## src/rtl/spi_cmd_pkg.sv

```systemverilog
// Shared types and constants for the SPI command framer.
package spi_cmd_pkg;

   typedef enum logic [1:0] {IDLE, SEND, COLLECT} state_t;

   // Width of the stall watchdog counter.
   localparam int unsigned WDOG_W = 16;

   // Bytes per frame: header bytes followed by data bytes.
   function automatic int unsigned frame_len(input int unsigned addr_bytes,
                                             input int unsigned data_bytes);
      return addr_bytes + data_bytes;
   endfunction

endpackage

```

## src/rtl/spi_cmd_framer_if.sv

```systemverilog
// Command, byte-stream and response signals of the SPI command framer.
// The master modport is the framer itself; slave is the command source
// and the SPI byte master sitting around it.
interface spi_cmd_framer_if #(
   parameter int unsigned ADDR_BYTES = 1,
   parameter int unsigned DATA_BYTES = 2
);
   logic                      cmd_valid;
   logic                      cmd_ready;
   logic                      cmd_read;
   logic [8*ADDR_BYTES-2:0]   cmd_addr;
   logic [8*DATA_BYTES-1:0]   cmd_wdata;
   logic [7:0]                tx_data;
   logic                      tx_empty;
   logic                      tx_rdreq;
   logic [7:0]                rx_data;
   logic                      rx_wrreq;
   logic [8*DATA_BYTES-1:0]   rsp_data;
   logic                      rsp_valid;
   logic                      done;
   logic                      err;
   logic                      busy;

   modport master (
      input  cmd_valid, cmd_read, cmd_addr, cmd_wdata, tx_rdreq, rx_data, rx_wrreq,
      output cmd_ready, tx_data, tx_empty, rsp_data, rsp_valid, done, err, busy
   );

   modport slave (
      output cmd_valid, cmd_read, cmd_addr, cmd_wdata, tx_rdreq, rx_data, rx_wrreq,
      input  cmd_ready, tx_data, tx_empty, rsp_data, rsp_valid, done, err, busy
   );
endinterface

```

## src/rtl/spi_cmd_framer.sv

```systemverilog
// Turns one register command into a gap-free show-ahead byte stream for the
// SPI byte master, counts returned bytes, assembles read data and aborts
// frames that stall for TIMEOUT cycles.
module spi_cmd_framer
   import spi_cmd_pkg::*;
#(
   parameter int unsigned ADDR_BYTES = 1,
   parameter int unsigned DATA_BYTES = 2,
   parameter int unsigned TIMEOUT    = 1000
) (
   input logic               sys_clk,
   input logic               n_rst,
   spi_cmd_framer_if.master  bus
);

   localparam int unsigned F  = frame_len(ADDR_BYTES, DATA_BYTES);
   localparam int unsigned CW = $clog2(F + 1);
   localparam int unsigned IW = 8 * F;
   localparam int unsigned DW = 8 * DATA_BYTES;

   localparam logic [CW-1:0]     F_CNT   = CW'(F);
   localparam logic [CW-1:0]     A_CNT   = CW'(ADDR_BYTES);
   localparam logic [WDOG_W-1:0] TO_LAST = WDOG_W'(TIMEOUT - 1);

   state_t              state_q;
   logic [IW-1:0]       image_q;
   logic [CW-1:0]       tx_idx_q;
   logic [CW-1:0]       rx_cnt_q;
   logic                rd_flag_q;
   logic [DW-1:0]       rsp_q;
   logic [WDOG_W-1:0]   wdog_q;
   logic                cmd_ready_q;
   logic                rsp_valid_q;
   logic                done_q;
   logic                err_q;

   logic [IW-1:0]       image;
   logic                accept;
   logic                rx_take;
   logic                progress;
   logic                complete;
   logic                stall_abort;

   // Read frames carry zeros in the data bytes.
   assign image = {bus.cmd_read, bus.cmd_addr, bus.cmd_read ? {DW{1'b0}} : bus.cmd_wdata};

   assign accept      = (state_q == IDLE) && bus.cmd_valid && cmd_ready_q;
   assign rx_take     = (state_q != IDLE) && bus.rx_wrreq && (rx_cnt_q != F_CNT);
   assign progress    = bus.tx_rdreq || bus.rx_wrreq;
   assign complete    = (state_q == COLLECT) && (tx_idx_q == F_CNT) && (rx_cnt_q == F_CNT);
   // Abort on the edge the counter would reach TIMEOUT; any progress wins.
   assign stall_abort = (state_q != IDLE) && !complete && !progress && (wdog_q == TO_LAST);

   // Frame FSM with counters, image shifter, response shifter and watchdog.
   always_ff @(posedge sys_clk or negedge n_rst) begin
      if (!n_rst) begin
         state_q     <= IDLE;
         image_q     <= '0;
         tx_idx_q    <= '0;
         rx_cnt_q    <= '0;
         rd_flag_q   <= 1'b0;
         rsp_q       <= '0;
         wdog_q      <= '0;
         cmd_ready_q <= 1'b0;
         rsp_valid_q <= 1'b0;
         done_q      <= 1'b0;
         err_q       <= 1'b0;
      end else begin
         done_q      <= 1'b0;
         rsp_valid_q <= 1'b0;
         err_q       <= 1'b0;

         if (state_q == IDLE || progress) wdog_q <= '0;
         else                             wdog_q <= wdog_q + 1'b1;

         // Header bytes are dropped; data bytes enter at the LSB end on reads.
         if (rx_take) begin
            rx_cnt_q <= rx_cnt_q + 1'b1;
            if (rd_flag_q && (rx_cnt_q >= A_CNT)) rsp_q <= DW'({rsp_q, bus.rx_data});
         end

         if (stall_abort) begin
            state_q     <= IDLE;
            image_q     <= '0;
            cmd_ready_q <= 1'b1;
            err_q       <= 1'b1;
         end else begin
            unique case (state_q)
               IDLE: begin
                  if (accept) begin
                     state_q     <= SEND;
                     image_q     <= image;
                     rd_flag_q   <= bus.cmd_read;
                     tx_idx_q    <= '0;
                     rx_cnt_q    <= '0;
                     cmd_ready_q <= 1'b0;
                  end else begin
                     cmd_ready_q <= 1'b1;
                  end
               end
               SEND: begin
                  // Shift the image so the next byte shows with no bubble.
                  if (bus.tx_rdreq) begin
                     tx_idx_q <= tx_idx_q + 1'b1;
                     image_q  <= IW'({image_q, 8'h00});
                     if (tx_idx_q == F_CNT - 1'b1) state_q <= COLLECT;
                  end
               end
               COLLECT: begin
                  if (complete) begin
                     state_q     <= IDLE;
                     cmd_ready_q <= 1'b1;
                     done_q      <= 1'b1;
                     rsp_valid_q <= rd_flag_q;
                  end
               end
               default: state_q <= IDLE;
            endcase
         end
      end
   end

   assign bus.cmd_ready = cmd_ready_q;
   assign bus.tx_data   = image_q[IW-1 -: 8];
   assign bus.tx_empty  = (state_q != SEND);
   assign bus.rsp_data  = rsp_q;
   assign bus.rsp_valid = rsp_valid_q;
   assign bus.done      = done_q;
   assign bus.err       = err_q;
   assign bus.busy      = (state_q != IDLE);

endmodule

```

## src/flat_wrapper.sv

```systemverilog
// flat-port wrapper written by rule: the top's interface ports become plain ports
module spi_cmd_framer_flat import spi_cmd_pkg::*;
#(
   parameter int unsigned ADDR_BYTES = 1,
   parameter int unsigned DATA_BYTES = 2,
   parameter int unsigned TIMEOUT    = 1000
)
  (sys_clk, n_rst, bus_cmd_valid, bus_cmd_read, bus_cmd_addr, bus_cmd_wdata, bus_tx_rdreq, bus_rx_data, bus_rx_wrreq, bus_cmd_ready, bus_tx_data, bus_tx_empty, bus_rsp_data, bus_rsp_valid, bus_done, bus_err, bus_busy);
  spi_cmd_framer_if #(.ADDR_BYTES(ADDR_BYTES), .DATA_BYTES(DATA_BYTES)) bus_i ();
  input logic sys_clk;
  input logic n_rst;
  input wire logic [$bits(bus_i.cmd_valid)-1:0] bus_cmd_valid;
  input wire logic [$bits(bus_i.cmd_read)-1:0] bus_cmd_read;
  input wire logic [$bits(bus_i.cmd_addr)-1:0] bus_cmd_addr;
  input wire logic [$bits(bus_i.cmd_wdata)-1:0] bus_cmd_wdata;
  input wire logic [$bits(bus_i.tx_rdreq)-1:0] bus_tx_rdreq;
  input wire logic [$bits(bus_i.rx_data)-1:0] bus_rx_data;
  input wire logic [$bits(bus_i.rx_wrreq)-1:0] bus_rx_wrreq;
  output wire logic [$bits(bus_i.cmd_ready)-1:0] bus_cmd_ready;
  output wire logic [$bits(bus_i.tx_data)-1:0] bus_tx_data;
  output wire logic [$bits(bus_i.tx_empty)-1:0] bus_tx_empty;
  output wire logic [$bits(bus_i.rsp_data)-1:0] bus_rsp_data;
  output wire logic [$bits(bus_i.rsp_valid)-1:0] bus_rsp_valid;
  output wire logic [$bits(bus_i.done)-1:0] bus_done;
  output wire logic [$bits(bus_i.err)-1:0] bus_err;
  output wire logic [$bits(bus_i.busy)-1:0] bus_busy;
  assign bus_i.cmd_valid = bus_cmd_valid;
  assign bus_i.cmd_read = bus_cmd_read;
  assign bus_i.cmd_addr = bus_cmd_addr;
  assign bus_i.cmd_wdata = bus_cmd_wdata;
  assign bus_i.tx_rdreq = bus_tx_rdreq;
  assign bus_i.rx_data = bus_rx_data;
  assign bus_i.rx_wrreq = bus_rx_wrreq;
  assign bus_cmd_ready = bus_i.cmd_ready;
  assign bus_tx_data = bus_i.tx_data;
  assign bus_tx_empty = bus_i.tx_empty;
  assign bus_rsp_data = bus_i.rsp_data;
  assign bus_rsp_valid = bus_i.rsp_valid;
  assign bus_done = bus_i.done;
  assign bus_err = bus_i.err;
  assign bus_busy = bus_i.busy;
  spi_cmd_framer #(.ADDR_BYTES(ADDR_BYTES), .DATA_BYTES(DATA_BYTES), .TIMEOUT(TIMEOUT)) u_core (.sys_clk(sys_clk), .n_rst(n_rst), .bus(bus_i));
endmodule
```

## config.mk

```make
export PLATFORM = sky130hd
export DESIGN_NAME = spi_cmd_framer_flat
export DESIGN_NICKNAME = d
export VERILOG_FILES = /design/src/rtl/spi_cmd_pkg.sv /design/src/rtl/spi_cmd_framer_if.sv /design/src/rtl/spi_cmd_framer.sv /design/src/flat_wrapper.sv
export SDC_FILE = /design/constraint.sdc
export NUM_CORES = 1
export LEC_CHECK = 0
export ABC_CLOCK_PERIOD_IN_PS = 2520
export CORE_ASPECT_RATIO = 1.75
export CORE_MARGIN = 5
export CORE_UTILIZATION = 63
export DETAILED_ROUTE_END_ITERATION = 6
export DONT_BUFFER_PORTS = 1
export PLACE_DENSITY = 0.88
export SYNTH_ARGS = -nofsm -noshare
export SYNTH_HDL_FRONTEND = slang
export SYNTH_SLANG_ARGS = --single-unit
```

## constraint.sdc

```tcl
create_clock -name sys_clk -period 2.52 [get_ports sys_clk]
set_input_delay 0.252 -clock sys_clk [delete_from_list [all_inputs] [get_ports sys_clk]]
set_output_delay 0.252 -clock sys_clk [all_outputs]
set_load 0.02 [all_outputs]
```

==> results.json <==
{
  "grt-ovfl-total": 0,
  "wl_per_cell_um": 18.4,
  "rsz0062_at_grt": "false",
  "fin_area_mm2": 0.00365,
  "fill_cells": 388,
  "cp_max_fo": 12,
  "grtUsageTotal_pct": 20.7,
  "syn_nets": 342,
  "fp.dieW_um": 65.9,
  "worst_slew_pin_slew_ns": 1.02,
  "synth_common_cells": "dfrtp_1, a21oi_1, mux2_2, mux2_4, mux2i_1",
  "startpoint_type": "flip-flop",
  "ys_seq_area_share_pct": 48.7,
  "cts_buffers": 9,
  "grt_pass1_wl_um": 11100,
  "place_hpwl_um": 4740,
  "antenna_found_initial": 0,
  "synth_area_leaders": "dfrtp_1, mux2_4, mux2_2",
  "p_leak_nw": 1.65,
  "num_vias": 2252,
  "diodes": 0,
  "critPathMaxStageDelay_ns": 0.81,
  "synth_flop_cell": "dfrtp_1",
  "setup_viol": 0,
  "syn_area_per_cell_um2": 11.5,
  "final_nets": 336,
  "placed_cells": 354,
  "async_flop_share_pct": 100,
  "hold_violations": 0,
  "clkTransAtPathRegs_ns": 0.07,
  "cp_data_arrival_time_ns": 2.66,
  "peakVddDrop_mv": 0.951,
  "tns_ns": 0,
  "fin_cells": 373,
  "critPathRequiredTime_ns": 2.74,
  "antenna_left": 0,
  "clock.fmax_mhz": 409,
  "coreArea_mm2": 0.00530,
  "area_delta_synth_final_pct": 6.18,
  "final.setup_skew_ns": 0.0211,
  "p_total_mw": 4.29,
  "initial_utilization_pct": 64.9,
  "placed_cell_area_mm2": 0.00344,
  "drt_wl_total_um": 6850,
  "grt_pass1_vias": 2379,
  "drc": 0,
  "cts.sinks": 67,
  "cp_cell_sequence": "nor2_1 > a211oi_1 > a21oi_2 > mux2_4",
  "max_cap_violations": 0,
  "period_share_pct": 96.9,
  "drive_above_1_share_pct": 22.7,
  "num_rows": 35,
  "maxSlewHeadroom_pct": 32.1,
  "fp.dieH_um": 108,
  "synth_edf_count": 0,
  "clkLatencyLatePin_ns": 0.34,
  "cts_tree": "yes",
  "status": "finished, final reports clean",
  "ctsResizeCount": 0,
  "root_buffer": "clkbuf_8",
  "yosysWarnings": 0,
  "routabilityCongestion": 0.840,
  "crit_path_end_kind": "flip-flop",
  "htreeDepth": 3,
  "synth_most_common_cell": "dfrtp_1",
  "cts_buffer_depth": 2,
  "drtIter0Drc": 171,
  "layout_min_cycle_time_ns": 2.44,
  "slowest_stage": "a21oi_2",
  "synth_area_mm2": 0.00344,
  "vias_per_cell": 6.04,
  "slew_violations": 0,
  "min_path_type": "in2reg",
  "synth_cell_type_count": 41,
  "portBuffers": 0,
  "power_density_mw_per_mm2": 1170,
  "hold_slack_ns": 0.0654,
  "synth_top_area_share_pct": 48.7,
  "synthCells": 300,
  "yosysTopAreaCell": "dfrtp_1",
  "synth_seq_cells": 67,
  "grt_max_degree": 68,
  "ios": 67,
  "path_class": "reg2reg",
  "die-area_mm2": 0.00710,
  "drt_pass1_iterations": 4
}
[repair_timing]
action	CTS	global route
hold endpoints to repair	67	0
setup endpoints to repair	0	4
setup buffers	0	0
hold buffers	2	0
[cell usage in the layout (no fill, tap or decap), types with 5 or more instances in the layout]
cell	Yosys	final
nor2_1	17	17
clkbuf_8	0	10
nand2_1	17	17
xnor2_1	7	7
mux2i_1	19	19
nor2b_1	10	10
nand3b_1	8	8
nand3_1	7	7
mux2_4	20	20
inv_1	5	5
a21oi_1	30	30
buf_4	8	5
mux2_2	21	21
ha_1	5	5
dfrtp_1	67	67
[state kept, by name, summed over array words and instances (netlist names), 2 cells and up]
| name | flops |
|---|---|
| u_core.bus.rsp_data | 16 |
| u_core.image_q | 24 |
| u_core.rx_cnt_q | 2 |
| u_core.state_q | 2 |
| u_core.tx_idx_q | 2 |
| u_core.wdog_q | 16 |
[final cells by class]
cell class | count | area, µm² | area share, %
well taps | 74 | 92.6 | 2.53
clock inverters | 5 | 28.8 | 0.788
repair buffers | 7 | 75.1 | 2.05
inverters | 5 | 18.8 | 0.514
multi-input cells | 204 | 1620 | 44.3
clock buffers | 11 | 141 | 3.87
flip-flops and latches | 67 | 1680 | 45.9
[report_power, final]
part / total, mW / internal (mW) / switching, mW
registers: 1.96 / 1.44 / 0.516
clock network: 0.769 / 0.379 / 0.391
logic: 1.56 / 0.837 / 0.725
[cells by family (layout without fill, tap and decap cells)]
kind of cell               Yosys count  count (layout)  synth area share (%)
adders and majority gates            5               5                  1.82
xor gates and xnor gates            11              11                  2.80
muxes                               60              60                  21.1
DFF                                 67              67                  48.7
buffers and inverters               30              28                  4.73
AOI/OAI and AO/OA                   40              41                  6.40
and+or+nand+nor                     87              87                  14.4
[routing by layer]
metal / vias to the layer above / GRT usage [%] / part of all wire [%]
met2: 79 / 35.2 / 54
met3: 15 / 6.79 / 6.5
met1: 1123 / 22.2 / 37
li1: 1035 / - / -
met4: 0 / 11.0 / 2.8
met5: - / 0 / 0
[stage by stage]
stage	setup WS, ns	utilization, %
2_1_floorplan	0.379	-
3_3_place_gp	0.173	64.9
3_5_place_dp	0.0613	64.9
4_1_cts	0.0778	68.8
5_1_grt	0.0195	68.9
6_report	0.0778	68.9
[critical path: cells and delay by family (launching register included)]
kind	cells	cell delay, ns
flip-flops	1	0.43
AO/OA/AOI/OAI	2	1.09
AND/OR/NAND/NOR	1	0.46
multiplexers	1	0.35
[final timing paths]
check                      slack (ns)                          start  cells past startpoint                                  to
setup reg to reg                 0.08  u_core.state_q[0]$_DFFE_PN0P_                      4      u_core.image_q[15]$_DFFE_PN0P_
hold / removal                   0.07                 bus_rx_data[0]                      1  u_core.bus.rsp_data[0]$_DFFE_PN0P_
setup / recovery                 0.08  u_core.state_q[0]$_DFFE_PN0P_                      4      u_core.image_q[15]$_DFFE_PN0P_
min in group asynchronous        0.45                          n_rst                      2      u_core.image_q[22]$_DFFE_PN0P_
hold reg to reg                  0.48     u_core.wdog_q[0]$_DFF_PN0_                      1          u_core.wdog_q[0]$_DFF_PN0_
max in group asynchronous        1.79                          n_rst                      2          u_core.wdog_q[7]$_DFF_PN0_
(Power assumes the default switching activity.)
